`src/rtl/nibble_serial_adder.sv`:
```
// Multi-cycle W-bit adder: one 4-bit lookahead slice processes a nibble per clock,
// least significant first, with the inter-nibble carry held in a register.

module lookahead_carry_adder (
  input  logic [3:0] A,
  input  logic [3:0] B,
  input  logic       C_in,
  output logic [3:0] Sum,
  output logic       C_out,
  output logic       PG,
  output logic       GG
);

  logic [3:0] p_s;
  logic [3:0] g_s;
  logic [4:0] c_s;

  assign p_s    = A ^ B;
  assign g_s    = A & B;
  assign c_s[0] = C_in;
  assign c_s[1] = g_s[0] | (p_s[0] & C_in);
  assign c_s[2] = g_s[1] | (p_s[1] & g_s[0]) | (p_s[1] & p_s[0] & C_in);
  assign c_s[3] = g_s[2] | (p_s[2] & g_s[1]) | (p_s[2] & p_s[1] & g_s[0])
                | (p_s[2] & p_s[1] & p_s[0] & C_in);
  assign c_s[4] = GG | (PG & C_in);
  assign PG     = &p_s;
  assign GG     = g_s[3] | (p_s[3] & g_s[2]) | (p_s[3] & p_s[2] & g_s[1])
                | (p_s[3] & p_s[2] & p_s[1] & g_s[0]);
  assign Sum    = p_s ^ c_s[3:0];
  assign C_out  = c_s[4];

endmodule

module nibble_serial_adder #(
  parameter int NIBBLES = 4
) (
  input  logic                 clk,
  input  logic                 rst_n,
  input  logic                 start,
  input  logic [4*NIBBLES-1:0] A,
  input  logic [4*NIBBLES-1:0] B,
  input  logic                 C_in,
  output logic                 busy,
  output logic                 done,
  output logic [4*NIBBLES-1:0] Sum,
  output logic                 C_out,
  output logic                 overflow,
  output logic                 PG,
  output logic                 GG
);

  localparam int W    = 4 * NIBBLES;
  localparam int IDXW = (NIBBLES > 1) ? $clog2(NIBBLES) : 1;

  localparam logic [0:0] ST_IDLE = 1'b0;
  localparam logic [0:0] ST_RUN  = 1'b1;

  logic [0:0]      state_q,  state_d;
  logic [IDXW-1:0] idx_q,    idx_d;
  logic            carry_q,  carry_d;
  logic [W-1:0]    a_q,      a_d;
  logic [W-1:0]    b_q,      b_d;
  logic [W-1:0]    work_q,   work_d;
  logic            pg_acc_q, pg_acc_d;
  logic            gg_acc_q, gg_acc_d;
  logic            busy_q,   busy_d;
  logic            done_q,   done_d;
  logic [W-1:0]    sum_q,    sum_d;
  logic            c_out_q,  c_out_d;
  logic            ovf_q,    ovf_d;
  logic            pg_q,     pg_d;
  logic            gg_q,     gg_d;

  logic [W-1:0]    a_shift_s;
  logic [W-1:0]    b_shift_s;
  logic [3:0]      slice_sum_s;
  logic            slice_cout_s;
  logic            slice_pg_s;
  logic            slice_gg_s;
  logic [W-1:0]    work_next_s;
  logic            last_s;

  assign a_shift_s = a_q >> {idx_q, 2'b00};
  assign b_shift_s = b_q >> {idx_q, 2'b00};
  assign last_s    = (idx_q == IDXW'(NIBBLES - 1));

  lookahead_carry_adder u_slice (
    .A     (a_shift_s[3:0]),
    .B     (b_shift_s[3:0]),
    .C_in  (carry_q),
    .Sum   (slice_sum_s),
    .C_out (slice_cout_s),
    .PG    (slice_pg_s),
    .GG    (slice_gg_s)
  );

  // Working sum with the current slice result merged into nibble idx.
  always_comb begin
    work_next_s = work_q;
    for (int n = 0; n < NIBBLES; n++) begin
      if (idx_q == IDXW'(n)) begin
        work_next_s[n*4 +: 4] = slice_sum_s;
      end else begin
        work_next_s[n*4 +: 4] = work_q[n*4 +: 4];
      end
    end
  end

  // Next-state logic: operand capture in IDLE, one nibble per RUN cycle.
  always_comb begin
    state_d  = state_q;
    idx_d    = idx_q;
    carry_d  = carry_q;
    a_d      = a_q;
    b_d      = b_q;
    work_d   = work_q;
    pg_acc_d = pg_acc_q;
    gg_acc_d = gg_acc_q;
    busy_d   = busy_q;
    done_d   = 1'b0;
    sum_d    = sum_q;
    c_out_d  = c_out_q;
    ovf_d    = ovf_q;
    pg_d     = pg_q;
    gg_d     = gg_q;
    case (state_q)
      ST_IDLE: begin
        if (start) begin
          a_d      = A;
          b_d      = B;
          carry_d  = C_in;
          idx_d    = {IDXW{1'b0}};
          work_d   = {W{1'b0}};
          pg_acc_d = 1'b1;
          gg_acc_d = 1'b0;
          busy_d   = 1'b1;
          state_d  = ST_RUN;
        end else begin
          state_d  = ST_IDLE;
        end
      end
      ST_RUN: begin
        work_d   = work_next_s;
        carry_d  = slice_cout_s;
        pg_acc_d = pg_acc_q & slice_pg_s;
        gg_acc_d = slice_gg_s | (slice_pg_s & gg_acc_q);
        if (last_s) begin
          sum_d   = work_next_s;
          c_out_d = slice_cout_s;
          pg_d    = pg_acc_q & slice_pg_s;
          gg_d    = slice_gg_s | (slice_pg_s & gg_acc_q);
          // Carry into the MSB recovered from operand and sum bits.
          ovf_d   = (a_q[W-1] ^ b_q[W-1] ^ work_next_s[W-1]) ^ slice_cout_s;
          done_d  = 1'b1;
          busy_d  = 1'b0;
          idx_d   = {IDXW{1'b0}};
          state_d = ST_IDLE;
        end else begin
          idx_d   = idx_q + IDXW'(1);
        end
      end
      default: begin
        state_d = ST_IDLE;
        busy_d  = 1'b0;
      end
    endcase
  end

  // State and output registers; reset abandons any operation in flight.
  always_ff @(posedge clk or negedge rst_n) begin
    if (!rst_n) begin
      state_q  <= ST_IDLE;
      idx_q    <= {IDXW{1'b0}};
      carry_q  <= 1'b0;
      a_q      <= {W{1'b0}};
      b_q      <= {W{1'b0}};
      work_q   <= {W{1'b0}};
      pg_acc_q <= 1'b0;
      gg_acc_q <= 1'b0;
      busy_q   <= 1'b0;
      done_q   <= 1'b0;
      sum_q    <= {W{1'b0}};
      c_out_q  <= 1'b0;
      ovf_q    <= 1'b0;
      pg_q     <= 1'b0;
      gg_q     <= 1'b0;
    end else begin
      state_q  <= state_d;
      idx_q    <= idx_d;
      carry_q  <= carry_d;
      a_q      <= a_d;
      b_q      <= b_d;
      work_q   <= work_d;
      pg_acc_q <= pg_acc_d;
      gg_acc_q <= gg_acc_d;
      busy_q   <= busy_d;
      done_q   <= done_d;
      sum_q    <= sum_d;
      c_out_q  <= c_out_d;
      ovf_q    <= ovf_d;
      pg_q     <= pg_d;
      gg_q     <= gg_d;
    end
  end

  assign busy     = busy_q;
  assign done     = done_q;
  assign Sum      = sum_q;
  assign C_out    = c_out_q;
  assign overflow = ovf_q;
  assign PG       = pg_q;
  assign GG       = gg_q;

endmodule

```
`config.mk`:
```
export PLATFORM = sky130hd
export DESIGN_NAME = nibble_serial_adder
export DESIGN_NICKNAME = d
export VERILOG_FILES = /design/src/rtl/nibble_serial_adder.sv
export SDC_FILE = /design/constraint.sdc
export NUM_CORES = 1
export LEC_CHECK = 0
export CORE_ASPECT_RATIO = 1.1
export CORE_MARGIN = 5
export CORE_UTILIZATION = 50
export DETAILED_ROUTE_END_ITERATION = 8
export PLACE_DENSITY = 0.76
export REMOVE_ABC_BUFFERS = 1
export SLEW_MARGIN = 5
export SYNTH_ARGS = -nofsm -noshare
export SYNTH_HDL_FRONTEND = slang
export SYNTH_SLANG_ARGS = --single-unit
```
`constraint.sdc`:
```
create_clock -name clk -period 2.9 [get_ports clk]
set_input_delay 0.29 -clock clk [delete_from_list [all_inputs] [get_ports clk]]
set_output_delay 0.29 -clock clk [all_outputs]
set_load 0.005 [all_outputs]
```
==> After elaboration in Yosys (flattened, before gate mapping) <==
Cells that the tools add are included.
{ "totals": {"reg_bits": 76, "inputBits": 36, "out_inout_bits": 22, "elab_cells": 85} }
{ "classes": {"add_sub_neg": 1, "eq_ne": 5, "shift": 2, "mux": 22, "bitwise": 35, "n_reduce_logical": 5} }
{ "op_table": {"columns": ["operator", "n"], "rows": [
  ["16-bit case mux with 2 select lines", 1],
  ["16-bit by 4-bit >> shifter with 4-bit output", 2],
  ["1-bit bitwise AND", 17],
  ["16-bit two-way mux", 1],
  ["4-bit two-way mux", 4],
  ["1-bit OR", 11],
  ["1-bit case mux with 2 select lines", 5],
  ["1-bit two-way mux", 8],
  ["4-bit XOR", 2],
  ["2-bit AND reduction", 3],
  ["4-bit bitwise AND", 1],
  ["2-bit == test, second input constant", 2],
  ["2-bit two-way mux", 2],
  ["2-bit case mux with 2 select lines", 1],
  ["4-bit AND reduction", 1],
  ["1-bit XOR", 3],
  ["2-bit by 1-bit adder with 2-bit output, second input constant", 1],
  ["2-bit by 1-bit == test with 1-bit output, second input constant", 1],
  ["2-bit zero test", 1],
  ["2-bit by 1-bit != test with 1-bit output, second input constant", 1],
  ["2-bit != test, second input constant", 1],
  ["1-bit NOT", 1]
]} }

==> Depth between registers and ports, before layout <==
{ "depth": {"word_depth": 10, "ltp_mapped": 8} }

==> By module <==
Synthesis repeated with hierarchy kept, for this count alone.
{ "hier_totals": {"cells_unflattened": 261, "area_unflattened_um2": 3428.3} }
{ "by_module_without_submodules": {"columns": ["module", "instances", "cells_each", "area_per_inst_um2", "seq_area_each_um2"], "rows": [
  ["nibble_serial_adder", 1, 239, 3246.9, 1801.7],
  ["lookahead_carry_adder", 1, 22, 181.4, 0.0]
]} }

==> Worst setup path before layout <==
No wires, ideal clock.
{ "synth_path": {"kind": "reg2reg", "startpoint": "reg idx_q[0]", "endpoint": "reg sum_q[3], in the netlist Sum[3]", "arrival_time_ns": 2.501, "t_required_ns": 2.775, "slack_ns": 0.274, "stages_incl_launch_ff": 9, "cell_sequence": "dfrtp_1 buf_2 mux4_2 ha_1 nand4_1 and3_4 xnor2_2 mux2_4 mux2_4"} }
{ "synth_via": {"elab_chain_len": 8} }
{ "synth_lines": {"columns": ["element", "line_no", "text"], "rows": [
  ["start: declaration", "59", "logic [IDXW-1:0] idx_q, idx_d;"],
  ["start signal: assignment", "173", "idx_q <= {IDXW{1'b0}};"],
  ["start signal: assignment", "189", "idx_q <= idx_d;"],
  ["16-bit by 4-bit >> shifter with 4-bit output (on tied branches)", "83, 84", null],
  ["4-bit XOR / 4-bit bitwise AND (equally long branches)", "18, 19", null],
  ["1-bit bitwise AND (on tied branches)", "23, 24", null],
  ["1-bit OR (tied with other cells)", "23", "assign c_s[3] = g_s[2] | (p_s[2] & g_s[1]) | (p_s[2] & p_s[1] & g_s[0])"],
  ["1-bit OR / 1-bit bitwise AND (equally long branches)", "23, 24", null],
  ["1-bit OR", "24", "| (p_s[2] & p_s[1] & p_s[0] & C_in);"],
  ["4-bit XOR", "29", "assign Sum = p_s ^ c_s[3:0];"],
  ["4-bit two-way mux", "101", "if (idx_q == IDXW'(n)) begin"],
  ["end signal: assignment", "182", "sum_q <= {W{1'b0}};"],
  ["end signal: assignment", "198", "sum_q <= sum_d;"],
  ["end: declaration", "68", "logic [W-1:0] sum_q, sum_d;"]
]} }
Several ways; a longest one is shown, not always the timed one.
A chain may end at the register's enable or synchronous reset.

==> Worst setup path in the final report <==
Ends and elaborated chain as after synthesis.

==> insert_results.sql <==
INSERT INTO impl_metrics (metric_group, metric, value, unit) VALUES
('power', 'pwr_density', '1300', 'nW/um2'),
('power', 'seqPwrFrac', '33.1', '%'),
('global_route', 'globalRouteOverflowTotal', '0', ''),
('global_route', 'pin_count_of_the_biggest_net_entering_global_routing', '41', ''),
('setup_path', 'critical_path_required', '3130', 'ps'),
('layout', 'mostFrequentLayoutCell', 'nand2_1', ''),
('layout', 'areaGrowthSynthToFinish', '26.3', '%'),
('power', 'netSwitchingPower', '2030', 'uW'),
('placement', 'numPlacedInstances', '450', ''),
('clock_network', 'clock-root-buffer', 'clkbuf_8', ''),
('placement', 'place.port_buffers', '57', ''),
('layout', 'layout.cells.most_common_list', '142 x nand2_1, 72 x dfrtp_1, 56 x clkdlybuf4s50_1', ''),
('clock_network', 'h_tree_depth', '3', ''),
('layout', 'antenna_cells', '0', ''),
('yosys', 'post-synth-top-area-cell', 'dfrtp_1', ''),
('clock_network', 'cts_setup_buffers', '0', ''),
('power', 'p_int', '3320', 'uW'),
('yosys', 'mappedNetlistArea', '3260', 'um2'),
('power', 'clockPowerShare', '14.9', '%'),
('yosys', 'synth_xor_xnor_area_share', '2.11', '%'),
('sta', 'final_critical_path_required_period', '2580', 'ps'),
('yosys', 'complex_gate_fraction_of_the_synthesized_area', '7.90', '%'),
('clock_network', 'cts.repair.resized', '0', ''),
('floorplanning', 'die_area', '8250', 'um2'),
('yosys', 'syn-instance-count', '325', ''),
('setup_path', 'reg2reg_slack', '320', 'ps'),
('routing', 'total_wirelength_of_the_detailed_routed_design', '6650', 'um'),
('floorplanning', 'floorplan.initialDensity', '52.1', '%'),
('yosys', 'syn_avg_cell_area', '10.0', 'um2'),
('power', 'power_frac_comb', '52.0', '%'),
('yosys', 'post_synth_num_cell_types', '34', ''),
('placement', 'place.gp.congestion', '0.828', ''),
('global_route', 'grt_antenna_before_repair', '0', ''),
('power', 'irDropWorstVdd', '0.729', 'mV'),
('routing', 'antenna_violating_nets_post_route', '0', ''),
('sta', 'timing.setup.tns', '0', 'ps'),
('routing', 'first_pass_iters', '4', ''),
('setup_path', 'critPathCaptureType', 'flip-flop', ''),
('clock_network', 'clk-insertion-delay-late', '350', 'ps'),
('sta', 'endpoints_failing_hold', '0', ''),
('sta', 'slew_headroom', '49.8', '%'),
('min_path', 'hp-class', 'input pin to async pin', ''),
('yosys', 'yosys.area_share.adder', '3.68', '%'),
('routing', 'drcViolationCount', '0', ''),
('sta', 'final_min_period_over_clock_period', '88.8', '%'),
('floorplanning', 'ios', '58', ''),
('sta', 'drv_slew', '0', ''),
('layout', 'final_cells', '466', ''),
('status', 'outcome', 'finished, final reports clean', ''),
('global_route', 'first_global_vias', '2450', ''),
('setup_path', 'worstReg2RegEnd', 'Sum[3]$_DFFE_PN0P_', ''),
('floorplanning', 'die_x', '87.0', 'um'),
('sta', 'finClkSkew', '9.77', 'ps'),
('yosys', 'yosysWarnings', '0', ''),
('clock_network', 'cts_num_sinks', '72', ''),
('routing', 'wire_per_inst', '14.3', 'um'),
('clock_network', 'worst_setup_hold_path_clk_slew', '70', 'ps'),
('clock_network', 'cts_buffer_depth', '2', ''),
('clock_network', 'cts_buffers', '9', ''),
('setup_path', 'reg2reg_launch_point', 'idx_q[0]$_DFFE_PN0P_', ''),
('power', 'power.static_leakage', '0.00197', 'uW'),
('yosys', 'synth.area.mux_share', '9.97', '%'),
('setup_path', 'worst-setup-path-type', 'flip-flop to flip-flop', ''),
('layout', 'nets_final', '426', ''),
('yosys', 'largest_cells_by_area_after_synthesis', 'dfrtp_1 55%, nand2_1 16%, mux4_2 5.5%', ''),
('layout', 'drive_gt1_share', '10.9', '%'),
('floorplanning', 'core_area', '6270', 'um2'),
('placement', 'dpl.hpwl', '4830', 'um'),
('flow_run', 'cap_viol_max_count', '0', ''),
('yosys', 'yosysTopAreaCellShare', '55.2', '%'),
('clock_network', 'cts_tree', 'done', '');
==> state kept, by name, indices dropped and copies added, names as in the netlist, 2 cells and up <==
register	cells
a_q	16
work_q	12
b_q	16
Sum	16
idx_q	2
==> metrics by stage <==
stage | util (%) | total power, uW | instance area (um2) | hold WS (ps) | setup slack [ps]
after floorplan | - | 3700 | 3190 | -5.59 | 247
after global routing | 65.8 | 5770 | 4120 | 49.8 | 217
final | 65.8 | 5350 | 4120 | 4.58 | 325
after detailed placement | 62.6 | 4600 | 3920 | 393 | 339
after global placement | 62.6 | 4480 | 3920 | 393 | 414
after CTS | 65.8 | 5400 | 4120 | 10.2 | 333
==> synth_stat cells <==
| cell type | instances |
|---|---|
| a21oi_1 | 2 |
| mux2_2 | 4 |
| xnor2_2 | 1 |
| o21ai_0 | 18 |
| xnor2_1 | 5 |
| nand4_1 | 1 |
| nor2b_1 | 2 |
| and3_4 | 1 |
| and4_1 | 1 |
| a22o_1 | 3 |
| nand2_1 | 142 |
| and2_1 | 1 |
| a221oi_2 | 1 |
| mux4_2 | 8 |
| inv_1 | 4 |
| a211oi_1 | 1 |
| nand3_1 | 1 |
| mux2_4 | 4 |
| o31ai_1 | 1 |
| a221o_1 | 1 |
| o21ai_1 | 1 |
| fa_1 | 1 |
| dfrtp_1 | 72 |
| buf_2 | 2 |
| o22ai_1 | 6 |
| ha_1 | 8 |
| clkbuf_1 | 17 |
| a21oi_2 | 1 |
| a21o_1 | 3 |
| o21bai_1 | 1 |
| a32o_1 | 1 |
| nor2_1 | 5 |
| xor2_1 | 1 |
| mux2i_1 | 4 |
==> power groups by stage <==
stage	registers [uW]	logic (uW)	clock network, uW
CTS	1780	2810	812
finish	1770	2780	795
global route	1830	3090	855
detailed placement	1790	2800	0
global placement	1780	2700	0
floorplan	1730	1960	0
==> worst max-delay path by stage <==
stage	startpoint	endpoint	slack (ps)	cells after the start
global placement	idx_q[0]$_DFFE_PN0P_	Sum[7]$_DFFE_PN0P_	410	8
finish	idx_q[0]$_DFFE_PN0P_	Sum[3]$_DFFE_PN0P_	320	8
global route	idx_q[0]$_DFFE_PN0P_	Sum[7]$_DFFE_PN0P_	220	8
CTS	idx_q[0]$_DFFE_PN0P_	Sum[3]$_DFFE_PN0P_	330	8
detailed placement	idx_q[0]$_DFFE_PN0P_	Sum[3]$_DFFE_PN0P_	340	8
floorplan	idx_q[0]$_DFFE_PN0P_	Sum[3]$_DFFE_PN0P_	250	7
==> routing by layer <==
metal,track usage [%],wire length [um],vias to the layer above
met5,0,0,-
met4,6.62,68,0
met2,28.7,3150,60
met3,4.71,361,7
li1,-,-,1185
met1,23.7,3060,1154
==> worst max-delay path, cell delays in order, from the launching register on <==
cell,delay (ps)
dfrtp_1,350
buf_4,160
mux4_2,500
ha_1,400
nand4_1,130
and3_4,220
xnor2_2,160
mux2_4,280
mux2_4,260
==> kinds of logic after synthesis <==
family                     count (synthesis)
AOI/OAI and AO/OA                         40
xor gates and xnor gates                   7
adders and majority gates                  9
buffers and inverters                     23
DFF                                       72
muxes                                     20
and+or+nand+nor                          154
==> final cells by class <==
| cell class | instances | area (um2) | area share, % |
|---|---|---|---|
| Tap cell | 80 | 100 | 2.43 |
| Clock buffer | 14 | 163 | 3.94 |
| Multi-Input combinational cell | 230 | 1380 | 33.4 |
| Sequential cell | 72 | 1800 | 43.7 |
| Timing Repair Buffer | 64 | 631 | 15.3 |
| Clock inverter | 2 | 37.5 | 0.910 |
| Inverter | 4 | 15.0 | 0.364 |
No activity file was read; power rests on OpenSTA's default activity.
